<file path="src/rtl/delay_pipe_scheduler_pkg.sv">
// ----------------------------------------------------------------------------
// delay_pipe_scheduler_pkg : shared defaults, source tags and stage record
// Revision : 1.0
// ----------------------------------------------------------------------------
`default_nettype none

package delay_pipe_scheduler_pkg;

  localparam int WIDTH_DEF = 4;
  localparam int DEPTH_DEF = 6;

  localparam logic SRC_REQ0 = 1'b0;
  localparam logic SRC_REQ1 = 1'b1;

  typedef struct packed {
    logic                 valid;
    logic                 src;
    logic [WIDTH_DEF-1:0] data;
  } stage_t;

endpackage

`default_nettype wire

</file>
<file path="src/rtl/delay_pipe_scheduler_pipe_stage.sv">
// ----------------------------------------------------------------------------
// pipe_stage : one enable-gated stage register holding a {valid, src, data} record
// Revision : 1.0
// ----------------------------------------------------------------------------
`default_nettype none

module pipe_stage
  import delay_pipe_scheduler_pkg::*;
#(
  parameter type REC_T = stage_t
) (
  input  logic CLK,
  input  logic RESET,
  input  logic en,
  input  logic clr,
  input  REC_T d,
  output REC_T q
);

  // clr drops only the valid bit; src/data keep their last contents
  always_ff @(posedge CLK) begin
    if (RESET) begin
      q <= '0;
    end else if (clr) begin
      q.valid <= 1'b0;
    end else if (en) begin
      q <= d;
    end
  end

endmodule

`default_nettype wire

</file>
<file path="src/rtl/delay_pipe_scheduler.sv">
// ----------------------------------------------------------------------------
// delay_pipe_scheduler : two-requester round-robin front end for a fixed-depth delay line
// Revision : 1.0
// ----------------------------------------------------------------------------
`default_nettype none

module delay_pipe_scheduler
  import delay_pipe_scheduler_pkg::*;
#(
  parameter int WIDTH = WIDTH_DEF,
  parameter int DEPTH = DEPTH_DEF
) (
  input  logic                       CLK,
  input  logic                       RESET,
  input  logic                       req0_valid,
  input  logic [WIDTH-1:0]           req0_data,
  output logic                       req0_ready,
  input  logic                       req1_valid,
  input  logic [WIDTH-1:0]           req1_data,
  output logic                       req1_ready,
  input  logic                       flush,
  output logic                       out_valid,
  output logic [WIDTH-1:0]           out_data,
  output logic                       out_src,
  input  logic                       out_ready,
  output logic [$clog2(DEPTH+1)-1:0] occupancy
);

  localparam int OCC_W = $clog2(DEPTH+1);

  typedef struct packed {
    logic             valid;
    logic             src;
    logic [WIDTH-1:0] data;
  } rec_t;

  rec_t stage_q [DEPTH];
  rec_t head;
  logic last_grant;
  logic stall;
  logic advance;
  logic grant0;
  logic grant1;
  logic accept;
  logic deliver;

  assign out_valid = stage_q[DEPTH-1].valid;
  assign out_src   = stage_q[DEPTH-1].src;
  assign out_data  = stage_q[DEPTH-1].data;

  assign stall   = out_valid & ~out_ready;
  assign advance = ~stall & ~flush & ~RESET;

  // A tie goes to whichever requester was not served last
  always_comb begin
    grant0 = req0_valid & (~req1_valid | (last_grant == SRC_REQ1));
    grant1 = req1_valid & (~req0_valid | (last_grant == SRC_REQ0));
    head       = stage_q[0];
    head.valid = 1'b0;
    if (grant0) begin
      head.valid = 1'b1;
      head.src   = SRC_REQ0;
      head.data  = req0_data;
    end else if (grant1) begin
      head.valid = 1'b1;
      head.src   = SRC_REQ1;
      head.data  = req1_data;
    end
  end

  assign req0_ready = advance & grant0;
  assign req1_ready = advance & grant1;
  assign accept     = advance & (grant0 | grant1);
  // On advance the last stage is always shifted out, so a valid word there is delivered
  assign deliver    = advance & out_valid;

  for (genvar i = 0; i < DEPTH; i++) begin : g_stage
    rec_t d_in;
    if (i == 0) begin : g_first
      assign d_in = head;
    end else begin : g_next
      assign d_in = stage_q[i-1];
    end
    pipe_stage #(
      .REC_T (rec_t)
    ) u_stage (
      .CLK   (CLK),
      .RESET (RESET),
      .en    (advance),
      .clr   (flush),
      .d     (d_in),
      .q     (stage_q[i])
    );
  end

  always_ff @(posedge CLK) begin
    if (RESET) begin
      last_grant <= SRC_REQ1;
    end else if (accept) begin
      last_grant <= grant1;
    end
  end

  always_ff @(posedge CLK) begin
    if (RESET || flush) begin
      occupancy <= '0;
    end else if (accept && !deliver) begin
      occupancy <= occupancy + OCC_W'(1);
    end else if (!accept && deliver) begin
      occupancy <= occupancy - OCC_W'(1);
    end
  end

endmodule

`default_nettype wire

</file>
<file path="config.mk">
export PLATFORM = sky130hd
export DESIGN_NAME = delay_pipe_scheduler
export DESIGN_NICKNAME = d
export VERILOG_FILES = /design/src/rtl/delay_pipe_scheduler_pkg.sv /design/src/rtl/delay_pipe_scheduler_pipe_stage.sv /design/src/rtl/delay_pipe_scheduler.sv
export SDC_FILE = /design/constraint.sdc
export NUM_CORES = 1
export LEC_CHECK = 0
export ABC_AREA = 0
export CAP_MARGIN = 20
export CORE_ASPECT_RATIO = 0.6
export CORE_MARGIN = 2
export CORE_UTILIZATION = 55
export CTS_BUF_LIST = sky130_fd_sc_hd__clkbuf_4 sky130_fd_sc_hd__clkbuf_8
export CTS_CLUSTER_SIZE = 10
export DETAILED_ROUTE_END_ITERATION = 10
export PLACE_DENSITY_LB_ADDON = 0.3
export SLEW_MARGIN = 20
export SYNTH_ARGS = -nofsm -noshare
export SYNTH_HDL_FRONTEND = slang
export SYNTH_SLANG_ARGS = --single-unit
</file>
<file path="constraint.sdc">
create_clock -name CLK -period 2.9 [get_ports CLK]
set_clock_uncertainty 0.2 [all_clocks]
set_input_delay 0.435 -clock CLK [delete_from_list [all_inputs] [get_ports CLK]]
set_output_delay 0.435 -clock CLK [all_outputs]
set_load 0.02 [all_outputs]
</file>
* Word level (Yosys, flattened, before mapping)
Cells that the tools add are included.
** Word-level totals
- Register bits after elaboration :: 40
- Input port bits :: 14
- Output and inout bits :: 11
- Word-level logic and storage cells :: 55
** Cells by class
- Add/subtract/negate cells :: 2
- Mux-type cells :: 4
- Bitwise operators :: 19
- Reductions and logical operators :: 10
** Operators with widths (number)
- $mux W6 :: 2
- $and A1 B1 Y1 :: 9
- $not A1 Y1 :: 7
- $mux W3 :: 2
- $reduce_bool A2 Y1 :: 2
- $add A3 B1 Y3 const B :: 1
- $or A1 B1 Y1 :: 3
- $reduce_and A3 Y1 :: 1
- $sub A3 B1 Y3 const B :: 1
- $logic_and A1 B1 Y1 :: 2
- $logic_not A1 Y1 :: 2
- $reduce_and A2 Y1 :: 1
- $reduce_or A2 Y1 :: 1
- $logic_or A1 B1 Y1 :: 1

* Depth between registers and ports, before layout
- Depth in word-level cells :: 10
- Gate-level depth with buffers :: 10
- Mapped depth without buffers :: 9

* Modules after synthesis
Synthesis repeated with hierarchy kept, for this count alone.
** Unflattened totals
- Cells, all modules :: 198
- Area, all modules :: 2005.7 um2
** By module, submodules not included
- pipe_stage :: times used 6, cells each 25, area an instance 270.3 um2, seq. area each 120.1 um2
- delay_pipe_scheduler :: times used 1, cells each 48, area an instance 384.1 um2, seq. area each 80.1 um2

* Worst setup path after synthesis
Ideal clock, no wire load.
- Kind :: input-to-reg
- Start :: input flush
- End :: register occupancy[2]
- Setup time :: 0.070 ns
- Arrival time :: 2.310 ns
- Data required time :: 2.630 ns
- Path slack :: 0.320 ns
- Stages on the path :: 9
- Path buffers :: 0
- Cell sequence :: or2_1 -> or3_4 -> inv_1 -> ha_1 -> inv_1 -> fa_1 -> xor2_1 -> or3_1 -> a21oi_1
** Between the ends
- Word-level cells in the longest chain between the ends :: 7
- Elaborated cells between the ends (all ways) :: 12
- Those cells by class :: 1 x mux; 5 x bitwise; 6 x reduce/logical
** Ends and longest elaborated chain
- from (decl) :: RTL line delay_pipe_scheduler.sv:21 : input logic flush,
- $not A1 Y1 (no line) (*)
- $and A1 B1 Y1 (*) (2 in a row) :: RTL line delay_pipe_scheduler.sv:52 : assign advance = ~stall & ~flush & ~RESET;
- $and A1 B1 Y1 (*) :: RTL line delay_pipe_scheduler.sv:73 : assign accept = advance & (grant0 | grant1);
- named net accept :: RTL line delay_pipe_scheduler.sv:44 : logic accept;
- $logic_not A1 Y1 :: RTL line delay_pipe_scheduler.sv:109 : end else if (!accept && deliver) begin
- $logic_and A1 B1 Y1 :: RTL line delay_pipe_scheduler.sv:109
- $reduce_bool A2 Y1 (no line)
- to (signal assigned) :: RTL line delay_pipe_scheduler.sv:108 : occupancy <= occupancy + OCC_W'(1);
- to (signal assigned) :: RTL line delay_pipe_scheduler.sv:110 : occupancy <= occupancy - OCC_W'(1);
- to (decl) :: RTL line delay_pipe_scheduler.sv:26 : output logic [$clog2(DEPTH+1)-1:0] occupancy
Mark *: on every way through the listed nets, which the timed path passes. The rest lies on a longest branch.
A chain may end at the register's enable or synchronous reset.

* Worst setup path after layout
Same ends and word-level chain as after synthesis.

==> impl_metrics.env <==
export IMPL_path_delay_family="simple AND/OR/NAND/NOR gates"
export IMPL_p_leak_nw=0.841
export IMPL_port_buffers=24
export IMPL_nFillCells=224
export IMPL_vias=1446
export IMPL_cpMostUsedCell="inv_1"
export IMPL_cts_resized=0
export IMPL_wl_per_cell_um=14.1
export IMPL_crit_required_ns=2.92
export IMPL_vias_per_cell=5.65
export IMPL_cts_tree="done"
export IMPL_rsz0062_at_grt="no"
export IMPL_synth_mux_area_share_pct=0.614
export IMPL_p_per_area_nw_per_um2=496
export IMPL_cap_violations=0
export IMPL_ys_ff_latch=40
export IMPL_synthDominantCellAreaShare_pct=49.2
export IMPL_ctsHoldBuffers=0
export IMPL_drc=0
export IMPL_fin_crit_ns=2.78
export IMPL_instances_no_fill=256
export IMPL_fin_nets=230
export IMPL_yosysMostFrequentCell="dfxtp_1"
export IMPL_clk_pin_slew_ns=0.07
export IMPL_report_final_slew_viol_count=0
export IMPL_n_antenna_cell=0
export IMPL_yosysWarnings=0
export IMPL_io_pins=25
export IMPL_worst_slack_ns=0.117
export IMPL_fin_crit_sh_pct=96.0
export IMPL_cts_buffers=5
export IMPL_synth_top_area_cell="dfxtp_1"
export IMPL_cp_num_buf_inv=3
export IMPL_crit_path_max_incr_delay_ns=0.42
export IMPL_synthFlopType="dfxtp_1"
export IMPL_dp_hpwl_um=2370
export IMPL_synthesis_area_um2=1630
export IMPL_fmax_mhz=359
export IMPL_synthTopCellsByCount="dfxtp_1 (40), nand2_1 (34), nand3_1 (26)"
export IMPL_synthXorXnorAreaFrac_pct=1.08
export IMPL_avgSynthCellArea_um2=8.67
export IMPL_post_cts_buffers=0
export IMPL_grt_pass1_wl_um=5760
export IMPL_synth_compound_area_share_pct=21.0
export IMPL_synth_distinct_cells=29
export IMPL_synth_fa_ha_area_share_pct=2.00
export IMPL_cp_max_fo=2
export IMPL_status="completed"
export IMPL_grt_pass1_vias=1304
export IMPL_hp_class="reg2reg"
export IMPL_ys_async_sr_fraction_pct=0
export IMPL_synth_nets=204
export IMPL_clock_sinks=40
export IMPL_syn_instance_count=188
export IMPL_worst_pin_slew_ns=0.405
export IMPL_grt_overflow=0
export IMPL_die_h_um=46.2
export IMPL_crit_arrival_ns=2.80
export IMPL_grt_max_degree=37
export IMPL_synth_simple_area_share_pct=21.3
export IMPL_dr_pass1_iters=4
export IMPL_worstSetupPathType="in2reg"
export IMPL_initial_core_util_pct=57.1
export IMPL_globalplace_congestion=0.865
export IMPL_drt_iter0_drc=125
export IMPL_areaGrowthSynthToFinish_pct=24.2
export IMPL_rows=15
export IMPL_grt_util_all_layers_pct=22.6
export IMPL_p_total_mw=1.00
export IMPL_synth_edff_count=0
export IMPL_ys_top_cells_by_area="dfxtp_1 (49%), o211ai_1 (12%), nand3_1 (8.0%)"
export IMPL_seq_area_frac_synth_pct=49.2
export IMPL_setup_viol=0
export IMPL_cts_root_buf="clkbuf_8"
export IMPL_startpoint_type="primary input"
export IMPL_hold_violations=0
export IMPL_drive_above_1_share_pct=10.3
export IMPL_path_cells="clkdlybuf4s50_1, or2_1, or3_4, inv_1, ha_1, inv_1, fa_1, xor2_1, or3_1, a21oi_1"
export IMPL_worst_path_max_delay_cell="clkdlybuf4s50_1"
export IMPL_synth_top_family_by_area="simple AND/OR/NAND/NOR gates"
export IMPL_cts_buffer_depth=2
export IMPL_peakVddDrop_mv=0.352
export IMPL_core_region_area_um2=2850
export IMPL_insertion_delay_ns=0.29
export IMPL_dieArea_um2=3430
export IMPL_die_w_um=74.3
export IMPL_h_tree_depth=2
export IMPL_pre_cts_slack_ns=-0.160
export IMPL_antenna_found_initial=0
export IMPL_ant_nets=0
export IMPL_dp_cells=249
export IMPL_routed_wirelength_um=3610
export IMPL_slew_headroom_pct=72.9
export IMPL_cp_end_kind="flop"
-- metrics by stage --
stage / hold WS [ns] / TNS, ns / utilization, % / area [um2]
floorplan: 0.227 / 0 / - / 1630
global placement: 0.236 / -0.0446 / 68.0 / 1940
detailed placement: 0.243 / -0.160 / 68.0 / 1940
CTS: 0.246 / 0 / 70.8 / 2020
global route: 0.268 / 0 / 70.9 / 2020
finish: 0.250 / 0 / 70.9 / 2020
-- cell usage in the layout, fill, tap and decap left out, drive strengths merged --
cell type	count
a211o	1
a21boi	1
a21oi	6
a31o	1
a32oi	4
and3	2
buf	11
clkbuf	5
clkdlybuf4s50	23
clkinv	1
clkinvlp	1
dfxtp	40
dlymetal6s2s	1
fa	1
ha	1
inv	3
mux2i	1
nand2	34
nand2b	2
nand3	26
nor2	7
nor2b	1
nor3	1
o211ai	25
o21ai	6
o311ai	4
or2	1
or3	2
xor2	2
-- path summary, 6_finish.rpt --
check	depth (start not counted)	end	slack, ns	startpoint
max	10	occupancy[2]$_SDFFE_PP0P_	0.12	flush
min	2	g_stage[3].u_stage.q[3]$_SDFFE_PP0P_	0.25	g_stage[2].u_stage.q[3]$_SDFFE_PP0P_
max reg2reg	9	occupancy[2]$_SDFFE_PP0P_	0.44	g_stage[5].u_stage.q[5]$_SDFFE_PP0N_
min reg2reg	2	g_stage[3].u_stage.q[3]$_SDFFE_PP0P_	0.25	g_stage[2].u_stage.q[3]$_SDFFE_PP0P_
-- report_power, final --
group,switching (mW),internal [mW]
clock,0.187,0.163
sequential,0.00572,0.559
combinational,0.0472,0.0420
total,0.239,0.764
-- logic make-up (layout without fill, tap and decap cells) --
logic type | count (synthesis) | count (layout)
compound gates | 48 | 48
xor+xnor | 2 | 2
fa+ha+maj | 2 | 2
buf+inv | 19 | 45
flops | 40 | 40
mux | 1 | 1
simple gates | 76 | 76
-- worst min-delay path, stage by stage, from the launching register on --
cell and delay, ns:
dfxtp_1 0.31, nand3_1 0.06, nand2_1 0.04
-- flip-flops by register name, indices dropped and copies added, names as in the netlist --
name	flops
g_stage.u_stage.q	36
last_grant	1
occupancy	3
-- per-layer routing --
metal / global-route usage, % / routed length (um)
met3: 6.56 / 167
met1: 29.6 / 1770
met5: 0 / 0
met2: 36.4 / 1660
met4: 7.50 / 20
-- area by class of cell --
| cell class | count | area, um2 | area share, % |
|---|---|---|---|
| Clock inverter | 2 | 12.5 | 0.618 |
| Sequential cell | 40 | 801 | 39.6 |
| Clock buffer | 5 | 68.8 | 3.40 |
| Multi-Input combinational cell | 129 | 752 | 37.2 |
| Inverter | 3 | 11.3 | 0.557 |
| Tap cell | 42 | 52.6 | 2.60 |
| Timing Repair Buffer | 35 | 325 | 16.1 |
(Power assumes the default switching activity.)
